<file path="config.mk">
export PLATFORM = sky130hd
export DESIGN_NAME = vector_recorder_flat
export DESIGN_NICKNAME = d
export VERILOG_FILES = /design/src/rtl/vector_recorder_pkg.sv /design/src/rtl/vector_recorder_if.sv /design/src/rtl/vr_mem.sv /design/src/rtl/vector_recorder.sv /design/src/flat_wrapper.sv
export SDC_FILE = /design/constraint.sdc
export NUM_CORES = 1
export LEC_CHECK = 0
export CELL_PAD_IN_SITES_DETAIL_PLACEMENT = 1
export CELL_PAD_IN_SITES_GLOBAL_PLACEMENT = 1
export CORE_UTILIZATION = 35
export DETAILED_ROUTE_END_ITERATION = 10
export MAX_ROUTING_LAYER = met4
export PLACE_DENSITY_LB_ADDON = 0.1
export SETUP_SLACK_MARGIN = 0.02
export SLEW_MARGIN = 40
export SYNTH_ARGS = -nofsm -noshare
export SYNTH_HDL_FRONTEND = slang
export SYNTH_SLANG_ARGS = --single-unit
export TNS_END_PERCENT = 1
</file>
<file path="constraint.sdc">
create_clock -name clk -period 1.8 [get_ports clk]
set_clock_uncertainty 0.2 [all_clocks]
set_input_delay 0.54 -clock clk [delete_from_list [all_inputs] [get_ports clk]]
set_output_delay 0.54 -clock clk [all_outputs]
set_load 0.005 [all_outputs]
</file>
<file path="src/rtl/vector_recorder_pkg.sv">
// Shared types and default sizing for the vector recorder slice.
package vector_recorder_pkg;

    typedef enum logic [1:0] {
        ST_IDLE    = 2'd0,
        ST_CAPTURE = 2'd1,
        ST_DONE    = 2'd2
    } vr_state_t;

    localparam int VR_WIDTH = 2;
    localparam int VR_DEPTH = 4;

endpackage

</file>
<file path="src/rtl/vector_recorder_if.sv">
// Control, capture and readout signals of the vector recorder.
interface vector_recorder_if
    import vector_recorder_pkg::*;
#(
    parameter int WIDTH = VR_WIDTH,
    parameter int DEPTH = VR_DEPTH
) ();

    localparam int AW = $clog2(DEPTH);

    logic             start;
    logic             stop;
    logic             in_valid;
    logic [WIDTH-1:0] in_data;
    logic [AW-1:0]    rd_addr;
    logic [WIDTH-1:0] rd_data;
    logic [AW:0]      count;
    logic             busy;
    logic             done;
    logic             overflow;

    modport master (
        output start, stop, in_valid, in_data, rd_addr,
        input  rd_data, count, busy, done, overflow
    );

    modport slave (
        input  start, stop, in_valid, in_data, rd_addr,
        output rd_data, count, busy, done, overflow
    );

endinterface

</file>
<file path="src/rtl/vr_mem.sv">
// Vector storage: one write port, one registered read-first read port.
module vr_mem #(
    parameter int WIDTH = 2,
    parameter int DEPTH = 4,
    parameter int AW    = $clog2(DEPTH)
) (
    input  logic             clk,
    input  logic             rst,
    input  logic             we,
    input  logic [AW-1:0]    wr_addr,
    input  logic [WIDTH-1:0] wr_data,
    input  logic [AW-1:0]    rd_addr,
    output logic [WIDTH-1:0] rd_data
);

    logic [WIDTH-1:0] mem [DEPTH];

    always_ff @(posedge clk) begin
        if (we) mem[wr_addr] <= wr_data;
    end

    // Only the output register is cleared; the array keeps its contents.
    always_ff @(posedge clk or posedge rst) begin
        if (rst) rd_data <= '0;
        else     rd_data <= mem[rd_addr];
    end

endmodule

</file>
<file path="src/rtl/vector_recorder.sv">
// Capture-run FSM, vector counter and sticky overflow around the vr_mem store.
module vector_recorder
    import vector_recorder_pkg::*;
#(
    parameter int WIDTH = VR_WIDTH,
    parameter int DEPTH = VR_DEPTH
) (
    input  logic               clk,
    input  logic               rst,
    vector_recorder_if.slave   bus
);

    localparam int          AW   = $clog2(DEPTH);
    localparam logic [AW:0] FULL = (AW+1)'(DEPTH);
    localparam logic [AW:0] LAST = (AW+1)'(DEPTH - 1);

    vr_state_t   state;
    logic [AW:0] count;
    logic        overflow;
    logic        full;
    logic        wr_en;

    assign full  = (count == FULL);
    assign wr_en = (state == ST_CAPTURE) && bus.in_valid && !full;

    always_ff @(posedge clk or posedge rst) begin
        if (rst) begin
            state    <= ST_IDLE;
            count    <= '0;
            overflow <= 1'b0;
        end else begin
            if (bus.in_valid && full) overflow <= 1'b1;
            case (state)
                ST_CAPTURE: begin
                    if (wr_en) count <= count + 1'b1;
                    // The write that fills the last slot ends the run on its own.
                    if (bus.stop || (wr_en && count == LAST)) state <= ST_DONE;
                end
                ST_IDLE, ST_DONE: begin
                    if (bus.start) begin
                        state    <= ST_CAPTURE;
                        count    <= '0;
                        overflow <= 1'b0;
                    end
                end
                default: state <= ST_IDLE;
            endcase
        end
    end

    assign bus.busy     = (state == ST_CAPTURE);
    assign bus.done     = (state == ST_DONE);
    assign bus.count    = count;
    assign bus.overflow = overflow;

    vr_mem #(
        .WIDTH (WIDTH),
        .DEPTH (DEPTH)
    ) u_mem (
        .clk     (clk),
        .rst     (rst),
        .we      (wr_en),
        .wr_addr (count[AW-1:0]),
        .wr_data (bus.in_data),
        .rd_addr (bus.rd_addr),
        .rd_data (bus.rd_data)
    );

endmodule

</file>
<file path="src/flat_wrapper.sv">
// flat-port wrapper written by rule: the top's interface ports become plain ports
module vector_recorder_flat import vector_recorder_pkg::*;
#(
    parameter int WIDTH = VR_WIDTH,
    parameter int DEPTH = VR_DEPTH
)
  (clk, rst, bus_start, bus_stop, bus_in_valid, bus_in_data, bus_rd_addr, bus_rd_data, bus_count, bus_busy, bus_done, bus_overflow);
  vector_recorder_if #(.WIDTH(WIDTH), .DEPTH(DEPTH)) bus_i ();
  input  logic clk;
  input  logic rst;
  input wire logic [$bits(bus_i.start)-1:0] bus_start;
  input wire logic [$bits(bus_i.stop)-1:0] bus_stop;
  input wire logic [$bits(bus_i.in_valid)-1:0] bus_in_valid;
  input wire logic [$bits(bus_i.in_data)-1:0] bus_in_data;
  input wire logic [$bits(bus_i.rd_addr)-1:0] bus_rd_addr;
  output wire logic [$bits(bus_i.rd_data)-1:0] bus_rd_data;
  output wire logic [$bits(bus_i.count)-1:0] bus_count;
  output wire logic [$bits(bus_i.busy)-1:0] bus_busy;
  output wire logic [$bits(bus_i.done)-1:0] bus_done;
  output wire logic [$bits(bus_i.overflow)-1:0] bus_overflow;
  assign bus_i.start = bus_start;
  assign bus_i.stop = bus_stop;
  assign bus_i.in_valid = bus_in_valid;
  assign bus_i.in_data = bus_in_data;
  assign bus_i.rd_addr = bus_rd_addr;
  assign bus_rd_data = bus_i.rd_data;
  assign bus_count = bus_i.count;
  assign bus_busy = bus_i.busy;
  assign bus_done = bus_i.done;
  assign bus_overflow = bus_i.overflow;
  vector_recorder #(.WIDTH(WIDTH), .DEPTH(DEPTH)) u_core (.clk(clk), .rst(rst), .bus(bus_i));
endmodule
</file>
==> impl_metrics.env, run 1 <==
export IMPL_port_buffers=16
export IMPL_overflow=0
export IMPL_netlist_area_leader_share_pct=32.7
export IMPL_required_ps=1060
export IMPL_n_antenna_cell=0
export IMPL_cts_tree="built"
export IMPL_clk_pin_slew_ps=100
export IMPL_tns_ps=-60.2
export IMPL_hold_viol=0
export IMPL_whs_ps=300
export IMPL_die_width_um=47.8
export IMPL_ys_ff_latch=16
export IMPL_ys_types=19
export IMPL_cp_max_fo=2
export IMPL_syn_num_nets=65
export IMPL_clock_sinks=16
export IMPL_cts_root_buffer="clkbuf_4"
export IMPL_track_usage_pct=15.0
export IMPL_dr_pass1_iters=1
export IMPL_critPathSlowestCell="dfrtp_1"
export IMPL_initialDrtViolationCount=0
export IMPL_grt_pass1_vias=538
export IMPL_grt_max_degree=10
export IMPL_p_per_area_mw_per_mm2=1050
export IMPL_fin_crit_sh_pct=103
export IMPL_synth_edf_count=8
export IMPL_area_delta_synth_final_pct=41.9
export IMPL_setup_viol=1
export IMPL_initial_utilization_pct=37.4
export IMPL_seq_area_frac_synth_pct=60.0
export IMPL_cp_arrival_ps=1120
export IMPL_crit_chain="buf_6 -> and2b_1 -> buf_2"
export IMPL_violations="setup timing"
export IMPL_antenna_found_initial=0
export IMPL_fin_util_pct=53.1
export IMPL_numCtsBuffers=3
export IMPL_syn_area_um2=734
export IMPL_worstHoldPathType="primary input to asynchronous set/reset pin"
export IMPL_die_h_um=47.8
export IMPL_fmax_mhz=538
export IMPL_synth_flop_cell="edfxtp_1"
export IMPL_dr_total_vias=491
export IMPL_tightest_slew_ps=326
export IMPL_p_leak_nw=0.483
export IMPL_post_dp_hpwl_mm=1.16
export IMPL_rsz0062_at_grt="true"
export IMPL_dieArea_mm2=0.00229
export IMPL_nFillCells=229
export IMPL_wl_per_cell_um=13.4
export IMPL_drv_slew=0
export IMPL_worstSetupPathType="register to primary output"
export IMPL_yosys_warnings=0
export IMPL_postRouteAntennaNets=0
export IMPL_yosys_area_top_type="edfxtp_1"
export IMPL_io_pins=17
export IMPL_drive_above_1_share_pct=34.5
export IMPL_ir_drop_v=0.000552
export IMPL_drv_cap=0
export IMPL_nets=99
export IMPL_status="complete, but fails checks"
export IMPL_fin_ws_ps=-60.2
export IMPL_wirelength_mm=1.48
export IMPL_min_period_ps=1860
export IMPL_cp_start_kind="register"
export IMPL_clockBufferDepth=2
export IMPL_slowest_delay_ps=410
export IMPL_slew_headroom_pct=78.2
export IMPL_synth_common_cells="8 x dfrtp_1, 8 x edfxtp_1, 6 x inv_1"
export IMPL_place_gp_congestion=0.663
export IMPL_core_mm2=0.00196
export IMPL_endpoint_kind="primary output"
export IMPL_avgSynthCellArea_um2=14.4
export IMPL_synth_async_sr_flop_share_pct=50.0
export IMPL_htreeDepth=1
export IMPL_routed_via_density=4.42
export IMPL_synthTopCellsByArea="edfxtp_1 33%, dfrtp_1 27%, ha_1 8.5%"
export IMPL_preCtsSetupSlack_ps=-214
export IMPL_synthCells=51
export IMPL_worstSkewPairLatency_ps=280
export IMPL_rows=16
export IMPL_drc=0
export IMPL_grt_pass1_wl_mm=2.18
export IMPL_cts_hold_buf=0
worst max-delay path, delay by kind of cell, from the launching register on:
family	cells	cell delay (ps)
AND/OR/NAND/NOR	1	190
buffers and inverters	2	230
flip-flops	1	410
layer usage:
layer | share of wire, % | track usage (%) | up-vias
met2 | 52 | 26.2 | 8
met1 | 45 | 16.7 | 239
li1 | - | - | 242
met3 | 3.1 | 2.26 | 2
met5 | 0 | - | -
met4 | 0.61 | 6.67 | 0
repair_timing:
action,in CTS,in global routing
setup buffers,4,0
endpoints found under the setup margin,8,11
gates resized for setup,13,5
area by class of cell:
cell class | instances | area (um^2) | area share, %
multi-input cells | 28 | 268 | 25.7
repair buffers | 30 | 251 | 24.1
inverters | 6 | 22.5 | 2.16
clock inverters | 1 | 3.75 | 0.360
clock buffers | 3 | 22.5 | 2.16
well taps | 27 | 33.8 | 3.24
flip-flops and latches | 16 | 440 | 42.3
cells in the final DEF (no fill, tap or decap), drive strengths merged:
cell           synthesis  routed
o2bb2ai                1       1
dfrtp                  8       8
and2b                  2       2
clkinv                 0       1
nand2                  3       3
ha                     5       5
clkdlybuf4s50          0       8
clkbuf                 0       4
mux2i                  2       2
inv                    6       6
nand2b                 1       1
dlygate4sd2            0       6
edfxtp                 8       8
mux2                   1       1
mux4                   2       2
a21o                   1       1
and2                   4       4
buf                    1      15
nor2                   2       2
nor2b                  1       1
a31oi                  2       2
and3                   1       1
power breakdown:
group,switching (mW),internal [mW],total (mW)
sequential,0.0275,0.441,0.468
clock,0.115,0.0803,0.196
combinational,0.177,0.259,0.436
state kept, by name (all words and copies together), names as in the netlist:
signal                flops
u_core.bus.count          3
u_core.bus.overflow       1
u_core.state              2
u_core.u_mem.mem          8
u_core.u_mem.rd_data      2
logic make-up (layout without fill, tap and decap cells):
logic type / count (synthesis) / count (layout) / share of synthesized area, %
fa+ha+maj: 5 / 5 / 8.52
buf+inv: 7 / 40 / 4.60
compound gates: 4 / 4 / 3.92
simple gates: 14 / 14 / 12.1
flops: 16 / 16 / 60.0
mux: 5 / 5 / 10.9
final timing paths:
check                                          endpoint  slack [ps]                 from  depth (start not counted)
worst max-delay path                           bus_done         -60      u_core.state[0]                          3
max in group asynchronous           u_core.bus.count[1]         860                  rst                          2
worst max register to register   u_core.u_mem.mem[3][1]         100  u_core.bus.count[1]                          6
min in group clk                    u_core.bus.overflow         320  u_core.bus.overflow                          2
worst min-delay path            u_core.u_mem.rd_data[1]         300                  rst                          2
worst min register to register      u_core.bus.overflow         320  u_core.bus.overflow                          2
metrics by stage:
| stage | power, mW | instance area, um^2 | instances |
|---|---|---|---|
| 3_5_place_dp | 0.894 | 992 | 103 |
| 5_1_grt | 1.17 | 1040 | 111 |
| 6_report | 1.10 | 1040 | 111 |
| 2_1_floorplan | 0.655 | 734 | 51 |
| 3_3_place_gp | 0.882 | 992 | 103 |
| 4_1_cts | 1.09 | 1040 | 111 |
Note: power is estimated with default switching activity, not from simulation.
==> inputs of run 2 (changes only) <==
- GPL_ROUTABILITY_DRIVEN: not set -> 0
==> results of run 2 <==
Final layout, timing and power as in run 1 (identical DEF).
==> inputs of run 3 (changes only) <==
- CTS_CLUSTER_SIZE: not set -> 40
==> results of run 3 <==
Final layout, timing and power as in run 1 (identical DEF).
